`config.mk`:
```
export PLATFORM = sky130hd
export DESIGN_NAME = dequant_pipe
export DESIGN_NICKNAME = d
export VERILOG_FILES = /design/src/rtl/dequant_pipe.sv
export SDC_FILE = /design/constraint.sdc
export NUM_CORES = 2
export LEC_CHECK = 0
export CAP_MARGIN = 0
export CELL_PAD_IN_SITES_DETAIL_PLACEMENT = 0
export CELL_PAD_IN_SITES_GLOBAL_PLACEMENT = 1
export CORE_MARGIN = 4
export CORE_UTILIZATION = 52
export DETAILED_ROUTE_END_ITERATION = 12
export DONT_BUFFER_PORTS = 1
export PLACE_DENSITY = 0.8
export SLEW_MARGIN = 25
export SYNTH_ARGS = -nofsm -noshare
export SYNTH_HDL_FRONTEND = slang
export SYNTH_SLANG_ARGS = --single-unit
```
`constraint.sdc`:
```
create_clock -name clk -period 15.5 [get_ports clk]
set_input_delay 3.1 -clock clk [delete_from_list [all_inputs] [get_ports clk]]
set_output_delay 3.1 -clock clk [all_outputs]
set_load 0.03 [all_outputs]
```
`src/rtl/dequant_pipe.sv`:
```
// Multi-lane int -> fp32 dequantiser with a shared fp32 scale.
// Three register stages (convert, multiply, normalise/round); one global advance enable.
module dequant_pipe #(
    parameter int IN_W  = 8,
    parameter int LANES = 4
) (
    input  logic                  clk,
    input  logic                  rst,
    input  logic [31:0]           scale_i,
    input  logic                  in_valid_i,
    output logic                  in_ready_o,
    input  logic [LANES*IN_W-1:0] in_data_i,
    output logic                  out_valid_o,
    input  logic                  out_ready_i,
    output logic [LANES*32-1:0]   out_data_o
);

    typedef enum logic [1:0] {CLS_NUM, CLS_QNAN, CLS_INF, CLS_ZERO} cls_e;

    logic adv;
    logic v1_q, v2_q, v3_q;

    assign adv         = !v3_q || out_ready_i;
    assign in_ready_o  = adv;
    assign out_valid_o = v3_q;

    always_ff @(posedge clk or posedge rst) begin
        if (rst) begin
            v1_q <= 1'b0;
            v2_q <= 1'b0;
            v3_q <= 1'b0;
        end else if (adv) begin
            v1_q <= in_valid_i;
            v2_q <= v1_q;
            v3_q <= v2_q;
        end
    end

    // Scale is decoded once per beat; denormal scales are treated as zero.
    logic        s1_ss_q, s1_sz_q, s1_sinf_q, s1_snan_q;
    logic [7:0]  s1_se_q;
    logic [23:0] s1_sm_q;
    logic        ss_d, sz_d, sinf_d, snan_d;
    logic [7:0]  se_d;
    logic [23:0] sm_d;

    always_comb begin
        ss_d   = scale_i[31];
        se_d   = scale_i[30:23];
        sm_d   = {1'b1, scale_i[22:0]};
        sz_d   = (se_d == 8'h00);
        sinf_d = (se_d == 8'hFF) && (scale_i[22:0] == 23'd0);
        snan_d = (se_d == 8'hFF) && (scale_i[22:0] != 23'd0);
    end

    always_ff @(posedge clk or posedge rst) begin
        if (rst) begin
            s1_ss_q   <= 1'b0;
            s1_sz_q   <= 1'b0;
            s1_sinf_q <= 1'b0;
            s1_snan_q <= 1'b0;
            s1_se_q   <= '0;
            s1_sm_q   <= '0;
        end else if (adv) begin
            s1_ss_q   <= ss_d;
            s1_sz_q   <= sz_d;
            s1_sinf_q <= sinf_d;
            s1_snan_q <= snan_d;
            s1_se_q   <= se_d;
            s1_sm_q   <= sm_d;
        end
    end

    logic              s1_xs_q  [LANES];
    logic              s1_xz_q  [LANES];
    logic [7:0]        s1_xe_q  [LANES];
    logic [23:0]       s1_xm_q  [LANES];
    logic              s2_sg_q  [LANES];
    cls_e              s2_cls_q [LANES];
    logic signed [9:0] s2_e_q   [LANES];
    logic [47:0]       s2_prod_q[LANES];
    logic [31:0]       out_q    [LANES];

    genvar gi;
    generate
        for (gi = 0; gi < LANES; gi++) begin : g_lane
            logic [IN_W-1:0]   x_d, mag_d;
            logic [4:0]        pos_d;
            logic [23:0]       mag24_d, xm_d;
            logic [7:0]        xe_d;
            cls_e              cls_d;
            logic [47:0]       prod_d;
            logic [9:0]        e_d;
            logic              norm_d, guard_d, sticky_d, rnd_d;
            logic [22:0]       mant_d;
            logic [23:0]       mr_d;
            logic signed [9:0] e1_d, e2_d;
            logic [31:0]       res_d;

            // Stage 1: magnitude in IN_W bits keeps -2^(IN_W-1) exact.
            always_comb begin
                x_d   = in_data_i[gi*IN_W +: IN_W];
                mag_d = x_d[IN_W-1] ? -x_d : x_d;
                pos_d = '0;
                for (int b = 0; b < IN_W; b++) begin
                    if (mag_d[b]) pos_d = 5'(b);
                end
                mag24_d = 24'(mag_d);
                xm_d    = mag24_d << (5'd23 - pos_d);
                xe_d    = 8'd127 + 8'(pos_d);
            end

            always_ff @(posedge clk or posedge rst) begin
                if (rst) begin
                    s1_xs_q[gi] <= 1'b0;
                    s1_xz_q[gi] <= 1'b0;
                    s1_xe_q[gi] <= '0;
                    s1_xm_q[gi] <= '0;
                end else if (adv) begin
                    s1_xs_q[gi] <= x_d[IN_W-1];
                    s1_xz_q[gi] <= (x_d == '0);
                    s1_xe_q[gi] <= xe_d;
                    s1_xm_q[gi] <= xm_d;
                end
            end

            // Stage 2: significand product and special-case class.
            always_comb begin
                prod_d = 48'(s1_xm_q[gi]) * 48'(s1_sm_q);
                e_d    = 10'(s1_xe_q[gi]) + 10'(s1_se_q) - 10'd127;
                if (s1_snan_q)                          cls_d = CLS_QNAN;
                else if (s1_sinf_q && s1_xz_q[gi])      cls_d = CLS_QNAN;
                else if (s1_sinf_q)                     cls_d = CLS_INF;
                else if (s1_xz_q[gi] || s1_sz_q)        cls_d = CLS_ZERO;
                else                                    cls_d = CLS_NUM;
            end

            always_ff @(posedge clk or posedge rst) begin
                if (rst) begin
                    s2_sg_q[gi]   <= 1'b0;
                    s2_cls_q[gi]  <= CLS_ZERO;
                    s2_e_q[gi]    <= '0;
                    s2_prod_q[gi] <= '0;
                end else if (adv) begin
                    s2_sg_q[gi]   <= s1_xs_q[gi] ^ s1_ss_q;
                    s2_cls_q[gi]  <= cls_d;
                    s2_e_q[gi]    <= $signed(e_d);
                    s2_prod_q[gi] <= prod_d;
                end
            end

            // Stage 3: product lies in [1,4); normalise, round-nearest-even, pack.
            always_comb begin
                norm_d   = s2_prod_q[gi][47];
                mant_d   = norm_d ? s2_prod_q[gi][46:24] : s2_prod_q[gi][45:23];
                guard_d  = norm_d ? s2_prod_q[gi][23]    : s2_prod_q[gi][22];
                sticky_d = norm_d ? |s2_prod_q[gi][22:0] : |s2_prod_q[gi][21:0];
                rnd_d    = guard_d && (sticky_d || mant_d[0]);
                mr_d     = {1'b0, mant_d} + 24'(rnd_d);
                e1_d     = s2_e_q[gi] + (norm_d ? 10'sd1 : 10'sd0);
                e2_d     = e1_d + (mr_d[23] ? 10'sd1 : 10'sd0);
                case (s2_cls_q[gi])
                    CLS_QNAN: res_d = 32'h7FC0_0000;
                    CLS_INF:  res_d = {s2_sg_q[gi], 31'h7F80_0000};
                    CLS_ZERO: res_d = {s2_sg_q[gi], 31'h0};
                    default: begin
                        if (e2_d >= 10'sd255)     res_d = {s2_sg_q[gi], 31'h7F80_0000};
                        else if (e2_d <= 10'sd0)  res_d = {s2_sg_q[gi], 31'h0};
                        else                      res_d = {s2_sg_q[gi], e2_d[7:0], mr_d[22:0]};
                    end
                endcase
            end

            always_ff @(posedge clk or posedge rst) begin
                if (rst)      out_q[gi] <= '0;
                else if (adv) out_q[gi] <= res_d;
            end

            assign out_data_o[gi*32 +: 32] = out_q[gi];
        end
    endgenerate

endmodule

```
==> flow_metrics.env <==
export IMPL_status="finished, final reports clean"
export IMPL_avgRoutedWirePerCell_um=18.8
export IMPL_clk_pin_slew_ps=60
export IMPL_fin_area_um2=55600
export IMPL_cp_max_fo=173
export IMPL_drt_first_iter_violations=2002
export IMPL_finalCritPeriodShare=0.472
export IMPL_relSlewSlack=0.342
export IMPL_post_cts_setup_buffers=0
export IMPL_cts_sink_count=411
export IMPL_antenna_found_initial=2
export IMPL_die_area_um2=107000
export IMPL_setup_viol=0
export IMPL_syn2layout_area_growth_pct=5.50
export IMPL_drv_slew=0
export IMPL_period_needed_ps=7320
export IMPL_cts_resized=0
export IMPL_syn_num_nets=7391
export IMPL_cap_violations=0
export IMPL_startpoint_type="input port"
export IMPL_cts_hold_buf=0
export IMPL_ctsLongestPathBuffers=3
export IMPL_gr_total_overflow=0
export IMPL_holdWs_ps=458
export IMPL_via_per_inst=5.57
export IMPL_drive_gt1_frac=0.0349
export IMPL_postRouteWirelength_mm=137
export IMPL_ys_ff_latch=411
export IMPL_tightest_slew_ps=987
export IMPL_synth_cells=6067
export IMPL_route_detailed_drc=0
export IMPL_grtUsageTotal=0.260
export IMPL_grt_pass1_wl_mm=225
export IMPL_grt_start_max_net_pins=174
export IMPL_critPathKind="input port to output port"
export IMPL_antenna_left=0
export IMPL_cts_buffers=52
export IMPL_globalRouteMet2Util=0.464
export IMPL_fmax_mhz=137
export IMPL_gp_congestion=0.851
export IMPL_grt_use_met1=0.336
export IMPL_grt_util_met3=0.0311
export IMPL_nNetsFinal=7213
export IMPL_synth_edf_count=0
export IMPL_synthTopCellsByCount="nand2_1 (935), inv_1 (825), ha_1 (728)"
export IMPL_crit_required_ps=12400
export IMPL_htreeDepth=2
export IMPL_cts_tree="done"
export IMPL_ys_flop_type="dfrtp_1"
export IMPL_utilization=0.554
export IMPL_clock_latency_ps=620
export IMPL_die_h_um=326
export IMPL_first_global_vias=41500
export IMPL_finalSetupTns_ps=0
export IMPL_synth_most_common_cell="nand2_1"
export IMPL_dr_pass1_iters=5
export IMPL_netlist_area_um2=52700
export IMPL_synth_area_top_cells="fa_1 (20%), dfrtp_1 (19%), ha_1 (17%)"
export IMPL_dp_hpwl_mm=106
export IMPL_vias=40600
export IMPL_io_pins=198
export IMPL_dpl_instance_area_um2=53800
export IMPL_finClkSkew_ps=19.1
export IMPL_synth_area_per_cell_um2=8.69
export IMPL_fillCellCount=9294
export IMPL_io_buffers=0
export IMPL_clockRootBuffer="clkbuf_16"
export IMPL_worst_setup_path_end_kind="output port"
export IMPL_synth_top_area_cell="fa_1"
export IMPL_hp_class="register to register"
export IMPL_seq_area_frac_synth=0.195
export IMPL_num_rows=116
export IMPL_synth_warnings=0
export IMPL_synth_top_cell_area_share=0.201
export IMPL_ys_types=85
export IMPL_coreArea_um2=100000
export IMPL_ys_async_sr_fraction=1.00
export IMPL_start_util=0.526
export IMPL_hold_viol_final=0
export IMPL_cp_arrival_ps=4220
export IMPL_grt_setup_unrepaired="no"
export IMPL_die_x_um=326
export IMPL_top_usage_layer="met2"
## registers in the layout, indices dropped and copies added (netlist names)
name,flops
v1_q,1
s2_e_q,40
s1_sm_q,24
g_lane.norm_d,4
s1_xe_q,24
s1_sinf_q,1
s1_xm_q,32
out_valid_o,1
s2_sg_q,4
out_data_o,128
v2_q,1
s1_snan_q,1
s1_ss_q,1
s1_xz_q,4
s2_cls_q,8
s1_se_q,8
s1_sz_q,1
s2_prod_q,124
s1_xs_q,4
## per-layer routing
| layer | wire length [um] | share of wire |
|---|---|---|
| met1 | 58300 | 0.43 |
| met2 | 68500 | 0.50 |
| met3 | 6530 | 0.048 |
| met4 | 3800 | 0.028 |
| met5 | 13 | 0.000095 |
## cell usage in the layout (no fill, tap or decap), types with 31 or more instances in the layout
master / count
and3_1: 31
a21o_1: 45
nand4_1: 32
o21ai_0: 191
a31oi_1: 36
nor2b_1: 33
buf_4: 62
nor2_1: 266
o31ai_1: 87
inv_1: 823
dfrtp_1: 394
nor3_1: 54
xor2_1: 137
clkbuf_16: 52
mux2i_1: 65
o21a_1: 34
nand3_1: 100
ha_1: 728
a211oi_1: 40
nand2_1: 935
nand2b_1: 42
and2_1: 458
fa_1: 528
xnor2_1: 128
a21oi_1: 267
## per-stage QoR
| stage | cells | worst slack [ps] |
|---|---|---|
| after floorplan | 6067 | 977 |
| after global placement | 7192 | 8140 |
| after detailed placement | 7192 | 8130 |
| after CTS | 7290 | 8130 |
| after global routing | 7290 | 7910 |
| final | 7291 | 8180 |
## logic make-up (layout without fill, tap and decap cells)
kind of cell,count (synthesis),count (layout),share of synthesized area
xor+xnor,265,265,0.0440
mux,77,77,0.0149
fa+ha+maj,1257,1257,0.374
compound gates,898,898,0.110
flops,411,411,0.195
simple gates,2038,2038,0.183
other cells,0,1,0
buf+inv,1121,987,0.0801
## cell type report
cell class              count  area [um2]  area share
multi-input cells        4535       38200       0.687
flip-flops and latches    411       10300       0.185
inverters                 825        3110      0.0560
well taps                1357        1700      0.0305
clock buffers              71        1430      0.0258
repair buffers             64         505     0.00909
clock inverters            27         348     0.00625
diodes                      1        2.50   0.0000450
## critical path, stage by stage
cell,delay [ps]
nor2b_4,110
buf_12,520
inv_8,390
## worst paths after layout
kind	from	end	slack, ps	depth (start not counted)
worst min register to register	v2_q$_DFFE_PP0P_	out_valid_o$_DFFE_PP0P_	460	1
min in group asynchronous	rst	out_data_o[62]$_DFFE_PP0P_	2430	1
worst min-delay path	v2_q$_DFFE_PP0P_	out_valid_o$_DFFE_PP0P_	460	1
worst max-delay path	out_ready_i	in_ready_o	8180	3
worst max register to register	s1_xm_q[71]$_DFFE_PP0P_	s2_prod_q[142]$_DFFE_PP0P_	8410	21
max in group asynchronous	rst	g_lane[3].norm_d$_DFFE_PP0P_	10960	3
Power is left out: the tool's default activity adds up to more than one toggle a clock period on the data nets, which glitch-free logic cannot reach.
==> variant (config.mk and constraints unchanged) <==
Make the reset (`rst`) synchronous in 5 clocked blocks.
--- a/src/rtl/dequant_pipe.sv
+++ b/src/rtl/dequant_pipe.sv
@@ -24,7 +24,7 @@
     assign in_ready_o  = adv;
     assign out_valid_o = v3_q;
 
-    always_ff @(posedge clk or posedge rst) begin
+    always_ff @(posedge clk) begin
         if (rst) begin
             v1_q <= 1'b0;
             v2_q <= 1'b0;
@@ -53,7 +53,7 @@
         snan_d = (se_d == 8'hFF) && (scale_i[22:0] != 23'd0);
     end
 
-    always_ff @(posedge clk or posedge rst) begin
+    always_ff @(posedge clk) begin
         if (rst) begin
             s1_ss_q   <= 1'b0;
             s1_sz_q   <= 1'b0;
@@ -110,7 +110,7 @@
                 xe_d    = 8'd127 + 8'(pos_d);
             end
 
-            always_ff @(posedge clk or posedge rst) begin
+            always_ff @(posedge clk) begin
                 if (rst) begin
                     s1_xs_q[gi] <= 1'b0;
                     s1_xz_q[gi] <= 1'b0;
@@ -135,7 +135,7 @@
                 else                                    cls_d = CLS_NUM;
             end
 
-            always_ff @(posedge clk or posedge rst) begin
+            always_ff @(posedge clk) begin
                 if (rst) begin
                     s2_sg_q[gi]   <= 1'b0;
                     s2_cls_q[gi]  <= CLS_ZERO;
@@ -171,7 +171,7 @@
                 endcase
             end
 
-            always_ff @(posedge clk or posedge rst) begin
+            always_ff @(posedge clk) begin
                 if (rst)      out_q[gi] <= '0;
                 else if (adv) out_q[gi] <= res_d;
             end
Check against the original RTL: not equivalent (a bounded check fails within 4 cycles, from zero or initial values and one cycle with rst high; the reset may be asserted at any time).
==> variant against the original RTL <==
- cell area increased by 0.51%
- wire length is 5.7% lower
- setup slack worse by 0.022 ns
- clock skew is 0.040 ns higher
- first-iteration DRC count increased by 16%
- synthesized cell count is 5.8% lower
- sequential cell count did not move
- area after synthesis is 0.17% higher
- maximum frequency fell by 0.30%
- count of clock-buffer cells in the layout increased by 1
- core utilization up 0.20 points
- critical path depth increased by 1
- via count down 4.5%
Power is left out: it rests on default switching activity, and per cell area and clock period it moved more than threefold.
==> variant: results (changes against the original RTL) <==
stage,metric,value,unit,change
drt,Max Used Layer,met5,,
yosys,Synth Area in Adders,37.27,%,-0.084 points
worst_hold_path,Worst Min Path Start,v1_q$_SDFFE_PP0N_,,
worst_hold_path,hold depth,2,,+1
timing,clk_skew,0.05946,ns,+0.04039 ns
worst_setup_path,crit path DAT,4.25,ns,+0.03 ns
global_routing,vias in the first global route,38740,,-6.7%
clocking,CTS buffer count,52,,unchanged
place,final RePlAce weighted congestion,0.8785,,+3.2%
worst_setup_path,worst setup path endpoint,in_ready_o,,
cells_and_area,Fillers,9111,,-2.0%
yosys,"top cells by area, synth","edfxtp_1 (21%), fa_1 (20%), ha_1 (17%)",,
clocking,cts repair resizes,0,,unchanged
timing,relative slew slack,27.74,%,-6.4 points
yosys,"EDFF count, synth",372,,+372
yosys,"Seq/Total Area, Yosys",22.63,%,+3.1 points
yosys,Mean Syn Cell Area,9.239,um2,+6.3%
global_routing,antenna violations before repair,24,,+22
global_routing,met2 Usage GRT,40.02,%,-6.4 points
place,dpl cells,6885,,-4.3%
yosys,XOR/XNOR Fraction of Synth Area,3.317,%,-1.1 points
clocking,H-tree depth,2,,unchanged
job,Max-cap violations,0,,unchanged
yosys,"Distinct cells, synth",88,,+3.5%
yosys,synth warn,0,,unchanged
drt,WL final,129400,um,-5.7%
clocking,clock tree root driver cell,clkbuf_16,,
global_routing,Tot GR Track Use,24.53,%,-1.5 points
worst_hold_path,Hold EP,v1_q$_SDFFE_PP0N_,,
cells_and_area,share of cells above drive strength 1,3.768,%,+0.28 points
drt,Vias/cell,5.526,,-0.70%
global_routing,GRT overflow,0,,unchanged
run_status,status,"complete, no violations",,
cells_and_area,largest registers,"out_q (128), s2_prod_q (128), s2_e_q (40)",,
worst_setup_path,RR Startpoint,s1_xm_q[2][19]$_SDFFCE_PN0P_,,
yosys,Synth Area in Compound Gates,9.038,%,-1.9 points
drt,met1 wire length,56820,um,-2.5%
worst_setup_path,worst reg-to-reg setup slack,8.41,ns,about the same
global_routing,met1 Use GR,33.28,%,-0.28 points
worst_setup_path,CP Max Fanout,45,,-74%
drt,initial DRC count,2323,,+16%
drt,routed wl met2,60010,um,-12%
global_routing,global-route wire length before repair,210700,um,-6.2%
yosys,mux contribution to synthesized area,1.690,%,+0.20 points
yosys,ys async rst share,0,%,-100 points
yosys,Synth top cells by count,"inv_1 (841), ha_1 (728), nand2_1 (609)",,
global_routing,largest net degree at the start of global routing,172,,-1.1%
worst_setup_path,reg2reg path depth,19,,-9.5%
drt,drt first pass iters,6,,+1
global_routing,met3 GRT Util,5.031,%,+1.9 points
drt,DR WL met3,8814,um,+35%
yosys,dominant synthesized flop cell,edfxtp_1,,
place,Post-DP HPWL,97680,um,-7.7%
clocking,Worst-Skew Late Latency,0.68,ns,+0.06 ns
drt,DR vias,38750,,-4.5%
worst_setup_path,RR Endpoint,s2_prod_q[1][47]$_SDFFCE_PN0P_,,
worst_hold_path,Hold Crit Class,flop to flop,,
clocking,CTS max path bufs,3,,unchanged
-- variant: cell type report --
type / count / area (um2) / share of cell area (%)
Sequential cell: 411 / 11960 / 21.39
Clock inverter: 25 / 289.0 / 0.5171
Multi-Input combinational cell: 4209 / 36740 / 65.73
Antenna cell: 30 / 75.07 / 0.1343
Inverter: 841 / 3164 / 5.661
Timing Repair Buffer: 68 / 526.8 / 0.9424
Clock buffer: 72 / 1446 / 2.588
Tap cell: 1357 / 1698 / 3.038
-- variant: per-stage QoR --
step                utilization (%)  setup WS [ns]  cell area (um2)  hold slack (ns)
finish                        55.65          8.154            55890           0.4479
global route                  55.58          8.082            55820           0.4622
global placement              53.84          8.220            54070           0.4367
floorplan                         -          3.878            52810           0.4319
detailed placement            53.84          8.195            54070           0.4372
CTS                           55.56          8.192            55810           0.4453
-- variant: worst max-delay path, stage by stage --
cell	delay (ns)
nor2b_4	0.08
buf_4	0.49
inv_2	0.18
buf_4	0.31
